**src/rtl/conv_pkg.sv**
```systemverilog
// Shared constants and FSM state encoding for the convolution pass sequencer.
// IDLE is encoded as zero so a reset state reads back as all-zero debug state.
package conv_pkg;

  localparam int IMG_AW = 10;
  localparam int W_AW   = 8;
  localparam int OUT_AW = 13;
  localparam int ACC_W  = 24;

  typedef enum logic [2:0] {
    IDLE   = 3'd0,
    LAUNCH = 3'd1,
    WAIT   = 3'd2,
    NEXT   = 3'd3,
    DONE   = 3'd4,
    ERR    = 3'd5
  } seq_state_t;

endpackage

```
**src/rtl/seq_watchdog.sv**
```systemverilog
// Engine watchdog: counts enabled cycles since the last clear.
// expired rises during the TIMEOUT-th enabled cycle.
module seq_watchdog #(
  parameter int TIMEOUT = 4096
) (
  input  logic clk,
  input  logic rst,
  input  logic clear,
  input  logic enable,
  output logic expired
);

  localparam int CW = $clog2(TIMEOUT + 1);

  logic [CW-1:0] count;

  assign expired = enable && (count == CW'(TIMEOUT - 1));

  always_ff @(posedge clk or posedge rst) begin
    if (rst) begin
      count <= '0;
    end else if (clear) begin
      count <= '0;
    end else if (enable && !expired) begin
      count <= count + CW'(1);
    end
  end

endmodule

```
**src/rtl/conv_pass_sequencer.sv**
```systemverilog
// Sequences NUM_PASSES convolution-engine passes per layer, rebasing weight and
// output addresses per pass and forwarding engine results to output memory.
//
// Handshake: start is a level sampled only in IDLE or ERR; eng_start is a
// one-cycle launch pulse; eng_done ends the pass on the cycle it is seen in
// WAIT; eng_valid is a strobe (no back-pressure) honoured only in WAIT.
module conv_pass_sequencer
  import conv_pkg::*;
#(
  parameter int NUM_PASSES = 4,
  parameter int W_STRIDE   = 9,
  parameter int OUT_STRIDE = 900,
  parameter int TIMEOUT    = 4096
) (
  input  logic              clk,
  input  logic              rst,
  input  logic              start,
  output logic              busy,
  output logic              layer_done,
  output logic              err,
  output logic              ovf,
  output logic              eng_start,
  input  logic              eng_done,
  input  logic              eng_valid,
  input  logic [ACC_W-1:0]  eng_data,
  input  logic [OUT_AW-1:0] eng_out_addr,
  output logic [W_AW-1:0]   w_base,
  output logic [2:0]        pass_idx,
  output logic              out_we,
  output logic [OUT_AW-1:0] out_addr,
  output logic [ACC_W-1:0]  out_data,
  output seq_state_t        dbg_state
);

  seq_state_t        state_q, state_d;
  logic              accept;
  logic              advance;
  logic              last_pass;
  logic              wd_expired;
  logic              addr_ok;
  logic [OUT_AW-1:0] out_base;

  assign last_pass = (pass_idx == 3'(NUM_PASSES - 1));
  // One extra bit so an OUT_STRIDE of 8192 still compares correctly.
  assign addr_ok   = ({1'b0, eng_out_addr} < 14'(OUT_STRIDE));

  seq_watchdog #(.TIMEOUT(TIMEOUT)) u_watchdog (
    .clk     (clk),
    .rst     (rst),
    .clear   (state_q == LAUNCH),
    .enable  ((state_q == WAIT) && !eng_done),
    .expired (wd_expired)
  );

  always_ff @(posedge clk or posedge rst) begin
    if (rst) state_q <= IDLE;
    else     state_q <= state_d;
  end

  always_comb begin
    state_d = state_q;
    accept  = 1'b0;
    advance = 1'b0;
    case (state_q)
      IDLE, ERR: begin
        if (start) begin
          state_d = LAUNCH;
          accept  = 1'b1;
        end
      end
      LAUNCH: state_d = WAIT;
      WAIT: begin
        if (eng_done)        state_d = NEXT;
        else if (wd_expired) state_d = ERR;
      end
      NEXT: begin
        if (last_pass) begin
          state_d = DONE;
        end else begin
          state_d = LAUNCH;
          advance = 1'b1;
        end
      end
      DONE:    state_d = IDLE;
      default: state_d = IDLE;
    endcase
  end

  assign busy       = (state_q == LAUNCH) || (state_q == WAIT) ||
                      (state_q == NEXT)   || (state_q == DONE);
  assign eng_start  = (state_q == LAUNCH);
  assign layer_done = (state_q == DONE);
  assign err        = (state_q == ERR);
  assign dbg_state  = state_q;

  // Pass bookkeeping and the registered result write port.
  always_ff @(posedge clk or posedge rst) begin
    if (rst) begin
      pass_idx <= '0;
      w_base   <= '0;
      out_base <= '0;
      ovf      <= 1'b0;
      out_we   <= 1'b0;
      out_addr <= '0;
      out_data <= '0;
    end else begin
      out_we <= 1'b0;
      if (accept) begin
        pass_idx <= '0;
        w_base   <= '0;
        out_base <= '0;
        ovf      <= 1'b0;
      end else if (advance) begin
        pass_idx <= pass_idx + 3'd1;
        w_base   <= w_base + W_AW'(W_STRIDE);
        out_base <= out_base + OUT_AW'(OUT_STRIDE);
      end
      if ((state_q == WAIT) && eng_valid) begin
        if (addr_ok) begin
          out_we   <= 1'b1;
          out_addr <= out_base + eng_out_addr;
          out_data <= eng_data;
        end else begin
          ovf <= 1'b1;
        end
      end
    end
  end

endmodule
```
**config.mk**
```make
export PLATFORM = sky130hd
export DESIGN_NAME = conv_pass_sequencer
export DESIGN_NICKNAME = d
export VERILOG_FILES = /design/src/rtl/conv_pkg.sv /design/src/rtl/seq_watchdog.sv /design/src/rtl/conv_pass_sequencer.sv
export SDC_FILE = /design/constraint.sdc
export NUM_CORES = 1
export LEC_CHECK = 0
export CAP_MARGIN = 20
export CORE_ASPECT_RATIO = 1.25
export CORE_MARGIN = 2
export CORE_UTILIZATION = 40
export CTS_BUF_LIST = sky130_fd_sc_hd__clkbuf_16
export CTS_CLUSTER_DIAMETER = 40
export DETAILED_ROUTE_END_ITERATION = 6
export PLACE_DENSITY = 0.76
export SLEW_MARGIN = 20
export SYNTH_ARGS = -nofsm -noshare
export SYNTH_HDL_FRONTEND = slang
export SYNTH_SLANG_ARGS = --single-unit
```
**constraint.sdc**
```tcl
create_clock -name clk -period 2.3 [get_ports clk]
set_input_delay 0.46 -clock clk [delete_from_list [all_inputs] [get_ports clk]]
set_output_delay 0.46 -clock clk [all_outputs]
set_load 0.05 [all_outputs]
```
Word-level counts from Yosys, hierarchy flattened:

Index checks and enable logic that the tools add are counted.
Widths: inputs -> output; s select.

* input port bits: 42
* flip-flop bits (word level): 79
* logic and storage cells: 61
* output and inout port bits: 57

* reductions and logical operators: 15
* equality and inequality tests: 9
* multiplexer cells: 22
* $lt $le $gt $ge: 1
* $add $sub $neg: 5

Operators with widths (number)
* $mux 13: 4
* $mux 3: 6
* $mux 8: 2
* $add 13x1->13 const B: 1
* $add 13x10->13 const B: 1
* $add 13x13->13: 1
* $eq 13x12->1 const B: 1
* $lt 13x10->1 const B: 1
* $pmux 3 s4: 1
* $eq 3x2->1 const B: 3
* $mux 1: 9
* $add 8x4->8 const B: 1
* $eq 3x3->1 const B: 2
* $logic_and 1x1->1: 4
* $reduce_and 2->1: 2
* $reduce_bool 2->1: 2
* $add 3x1->3 const B: 1
* $eq 3x1->1 const B: 1
* $logic_not 3->1: 1
* $logic_or 1x1->1: 3
* $ne 3x2->1 const B: 1
* $logic_not 1->1: 2
* $ne 2x2->1 const B: 1
* $reduce_or 2->1: 1

Depth between registers and ports, before layout:

* depth in word-level cells: 7
* gate-level depth with buffers: 8
* gate-level depth less buffers: 7

Cells and area by module:

A second synthesis with hierarchy kept.

* cell total of the unflattened synthesis: 414
* area total of the unflattened synthesis: 3893.7 um^2

By module, submodules not included
* conv_pass_sequencer: times used 1, cells an instance 339, sequential area each 1601.5 um^2, area an instance 3175.5 um^2
* seq_watchdog: times used 1, cells an instance 75, sequential area each 325.3 um^2, area an instance 718.2 um^2

Worst setup path after synthesis:

OpenSTA, ideal clock, no wires.

* path kind: register -> output
* start point: register state_q[0], in the netlist dbg_state[0]
* end point: output eng_start
* cell stages (with the launch flop): 5
* buffers on the path: 2
* slack: -178 ps
* arrival: 2018 ps
* cells stage by stage: dfrtp_1 clkbuf_1 nor2b_1 nor2b_1 clkbuf_1

* longest elaborated chain between the ends: 1

Ends and longest elaborated chain
* start: declaration: RTL line conv_pass_sequencer.sv:35 `seq_state_t state_q, state_d;`
* start signal: assignment: RTL line conv_pass_sequencer.sv:57 `else state_q <= state_d;`
* $eq 3x1->1: RTL line conv_pass_sequencer.sv:91 `assign eng_start = (state_q == LAUNCH);`
* end: declaration: RTL line conv_pass_sequencer.sv:22 `output logic eng_start,`

No other way between the ends.

Worst setup path in the final report:

* start point: register state_q[0], in the netlist dbg_state[0]
* end point: register u_watchdog.count[8]

* longest elaborated chain between the ends: 6

Ends and longest elaborated chain
* $eq 3x2->1: RTL line conv_pass_sequencer.sv:51 `.enable ((state_q == WAIT) && !eng_done),`
* $logic_and 1x1->1: RTL line conv_pass_sequencer.sv:51
* $logic_and 1x1->1: RTL line seq_watchdog.sv:17 `assign expired = enable && (count == CW'(TIMEOUT - 1));`
* $logic_not 1->1: RTL line seq_watchdog.sv:24 `end else if (enable && !expired) begin`
* $logic_and 1x1->1: RTL line seq_watchdog.sv:24
* $reduce_bool 2->1 (no source line)
* end signal: assignment: RTL line seq_watchdog.sv:25 `count <= count + CW'(1);`
* end: declaration: RTL line seq_watchdog.sv:15 `logic [CW-1:0] count;`

Several ways; a longest one is shown, not always the timed one.
A chain may end at the register's enable or synchronous reset.

==> impl_summary.txt <==
----------------------------------------------------
[Routing]
  First-pass DRT Iterations ... 4
  Detailed Route Iter0 Violations ... 67
  Highest metal layer with signal wires ... met4
  Remaining antenna violation count after routing ... 0
  WL met1 ... 3640 um
  Detailed-route wire length ... 8400 um
  Average wire per cell in the routed design ... 13.9 um
  Post-detailed-route via-to-cell ratio ... 4.90
  Post-route DRC ... 0
  Vias after detailed routing ... 2962
  Routed length on met3 ... 406 um
  Metal2 WL ... 4220 um

[STA]
  Pins Over Slew Limit ... 0
  Post-route clock period utilization ... 94.6%
  Final Hold Vio Count ... 0
  Sum of negative setup slack ... 0 ns
  Setup Viol. Count Final ... 0
  RSZ-0062 raised after global routing ... no
  Clock period minus worst slack ... 2.18 ns
  Max Fclk ... 460 MHz
  Transition time at the pin with the least slew margin ... 0.578 ns
  Worst Skew ... 0.00416 ns
  Worst slew margin ... 61.4%

[CTS]
  Hold-fix buffers, CTS ... 0
  Sinks on Clock Net ... 77
  Largest buffer count on any clock path ... 2
  TritonCTS clock tree ... built
  Number of setup buffers added after CTS ... 0
  Number of buffers inserted during clock tree synthesis ... 9
  CTS clk-pin slew, worst paths ... 0.06 ns
  H-tree depth reported by CTS ... 3
  Clk Latency, worst-skew pair ... 0.33 ns
  Clock Root Buffer ... sky130_fd_sc_hd__clkbuf_16

[Global routing]
  Global-route usage over all layers ... 17.1%
  Antenna violations before repair ... 0
  GRT Residual Overflow ... 0
  First-pass GRT wire length ... 14400 um
  Pin count of the biggest net entering global routing ... 38
  Number of global-route vias before repair ... 3104

[Synth]
  Syn Nets ... 412
  Fraction of registers with async set/reset ... 100%
  Flip-flop cell with the highest count after synthesis ... sky130_fd_sc_hd__dfrtp_1
  Most frequent cells after synthesis ... sky130_fd_sc_hd__dfrtp_1, sky130_fd_sc_hd__nor2_1, sky130_fd_sc_hd__nand2_1
  Distinct cell type count of the synthesized netlist ... 46
  Sequential element share of the synthesized area ... 50.3%
  Synth warn ... 0
  Top cells by area, synth ... sky130_fd_sc_hd__dfrtp_1, sky130_fd_sc_hd__xnor2_1, sky130_fd_sc_hd__mux2_2, sky130_fd_sc_hd__ha_1, sky130_fd_sc_hd__nor2_1
  Synthesized instance count ... 355
  Yosys top cell by area ... sky130_fd_sc_hd__dfrtp_1
  Post-Syn Area ... 0.00383 sq mm
  Share of Yosys cell area claimed by the top area cell type ... 50.3%
  Dominant cell by count in the synthesized netlist ... sky130_fd_sc_hd__dfrtp_1
  Syn Area/Cell ... 10.8 sq um
  Number of flops mapped to enable cells by yosys ... 0
  Flops & latches, synth ... 77

[Setup path]
  Flop2flop setup slack ... 0.12 ns
  Crit path required time ... 2.51 ns
  Highest net fanout along the worst path ... 7
  Arrival time at the worst endpoint ... 2.39 ns
  Critical path launch point ... dbg_state[0]
  Launch instance of the worst register-to-register path ... dbg_state[0]
  Depth of the most critical reg-to-reg path ... 6
  Startpoint type of the worst setup path ... register
  Worst Setup End Kind ... register
  Setup Crit Path Kind ... reg -> reg

[Min path]
  WHS Path Cells ... 2
  Origin of the worst min-delay path ... out_addr[3]
  Class of the tightest hold or removal check ... reg -> reg

[Outcome]
  Outcome ... finished, final reports clean

[Floorplan]
  Area of the core ... 0.00922 sq mm
  Effective utilization at floorplan ... 41.5%
  Site Rows ... 39
  Floorplan die width ... 91.5 um
  Full die area ... 0.0104 sq mm
  Number of top-level pins ... 99
  Height of the chip ... 113 um

[Pwr]
  Internal power component ... 4.48 mW
  Leakage power ... 2.51 nW
  Combinational Power Share ... 51.8%
  Net switching power figure ... 3.33 mW
  Pwr per Cell Area ... 1410 mW/mm^2
  Switching share of power ... 42.6%
  Maximum vdd drop ... 1.11 mV
  Part of the total power dissipated in sequential elements ... 27.5%
  Portion of total power attributed to the clock network ... 20.7%

[Layout]
  Net count reported at finish ... 533
  Layout cells sized above 1 ... 17.0%
  Inserted Diodes ... 0
  P&R area growth vs syn ... 44.5%
  Post-Route Utilization ... 60.0%

[Placement]
  DPL Wire Length ... 6180 um
  Count of input and output buffers ... 98
  Routability-driven placement congestion ratio ... 0.767

[Run]
  Maximum Capacitance Violations ... 0

----------------------------------------------------
==> kinds of logic after synthesis <==
| kind of cell | after synthesis | synth area share [%] |
|---|---|---|
| multiplexers | 27 | 8.92 |
| AND/OR/NAND/NOR | 121 | 15.7 |
| adder cells (fa/ha/maj) | 15 | 4.90 |
| flip-flops | 77 | 50.3 |
| AO/OA/AOI/OAI | 53 | 8.40 |
| buffers and inverters | 22 | 2.61 |
| XOR/XNOR | 40 | 9.15 |
==> per-layer routing <==
metal / GRT usage (%) / vias to the layer above
met1: 21.4 / 1403
li1: - / 1475
met2: 28.8 / 74
met4: 7.27 / 0
met3: 3.30 / 10
met5: 0 / -
==> through the flow <==
stage	power (mW)	setup WS, ns	instances	hold slack (ns)	instance area (sq um)
after floorplan	4.81	-0.0814	355	0.467	3830
after global placement	6.12	-0.150	588	0.461	5180
after detailed placement	6.23	-0.163	588	0.470	5180
after CTS	7.89	0.112	604	0.485	5530
after global routing	8.28	0.0103	604	0.510	5530
final	7.82	0.124	604	0.477	5530
==> sequential cells by signal, indices dropped and copies added, names as in the netlist <==
signal	cells
out_data	24
out_addr	13
u_watchdog.count	13
out_base	11
w_base	8
dbg_state	3
pass_idx	3
out_we	1
ovf	1
==> power groups by stage <==
stage / Sequential [mW] / Clock, mW / Combinational [mW]
3_5_place_dp: 2.17 / 0 / 4.05
3_3_place_gp: 2.15 / 0 / 3.97
2_1_floorplan: 3.41 / 0 / 1.40
4_1_cts: 2.15 / 1.66 / 4.08
5_1_grt: 2.22 / 1.73 / 4.33
6_report: 2.15 / 1.62 / 4.05
==> worst max-delay path, cell delays in order, from the launching register on <==
cell                      delay (ns)
sky130_fd_sc_hd__dfrtp_2        0.43
sky130_fd_sc_hd__buf_4          0.17
sky130_fd_sc_hd__or4b_2         0.71
sky130_fd_sc_hd__nor3_1         0.34
sky130_fd_sc_hd__nor2b_1        0.22
sky130_fd_sc_hd__xnor2_1        0.14
sky130_fd_sc_hd__nor2_1         0.05
==> path summary, 6_finish.rpt <==
path / to
setup / recovery: u_watchdog.count[8]
hold / removal: out_addr[3]
setup reg to reg: u_watchdog.count[8]
hold reg to reg: out_addr[3]
max in group asynchronous: out_data[11]
min in group asynchronous: u_watchdog.count[12]
==> layout make-up <==
cell class,instances,area [sq um]
well taps,123,154
inverters,7,30.0
fillers,754,3690
repair buffers,125,1260
flip-flops and latches,77,1930
multi-input cells,256,1810
clock inverters,7,124
clock buffers,9,225
==> placed cells by master, fill, tap and decap left out, types with 2 or more instances in the layout <==
cell,synthesis,routed
sky130_fd_sc_hd__xor2_1,18,18
sky130_fd_sc_hd__o21bai_1,2,2
sky130_fd_sc_hd__a21oi_1,14,14
sky130_fd_sc_hd__dfrtp_1,77,76
sky130_fd_sc_hd__nor2b_1,4,4
sky130_fd_sc_hd__nor3b_1,2,2
sky130_fd_sc_hd__nand3_1,6,6
sky130_fd_sc_hd__o21ai_0,17,17
sky130_fd_sc_hd__clkdlybuf4s50_1,0,94
sky130_fd_sc_hd__xnor2_1,22,22
sky130_fd_sc_hd__inv_1,6,5
sky130_fd_sc_hd__buf_4,0,24
sky130_fd_sc_hd__and2_1,2,2
sky130_fd_sc_hd__nand2b_1,3,3
sky130_fd_sc_hd__mux2_2,17,17
sky130_fd_sc_hd__mux2_4,10,10
sky130_fd_sc_hd__bufinv_16,0,3
sky130_fd_sc_hd__and3_1,7,7
sky130_fd_sc_hd__ha_1,15,15
sky130_fd_sc_hd__a21o_1,3,3
sky130_fd_sc_hd__nor2_1,43,43
sky130_fd_sc_hd__clkinvlp_4,0,2
sky130_fd_sc_hd__or3_1,4,4
sky130_fd_sc_hd__nor3_1,5,5
sky130_fd_sc_hd__a31oi_1,4,4
sky130_fd_sc_hd__buf_12,0,7
sky130_fd_sc_hd__clkinv_4,0,3
sky130_fd_sc_hd__clkbuf_16,0,9
sky130_fd_sc_hd__nand4_1,8,8
sky130_fd_sc_hd__nand2_1,28,28
sky130_fd_sc_hd__o22ai_1,4,4
==> timing repair <==
item	4_1_cts	5_1_grt
setup endpoints to repair	0	1
gates resized for setup	0	1
hold endpoints to repair	0	0
(Power assumes the default switching activity.)
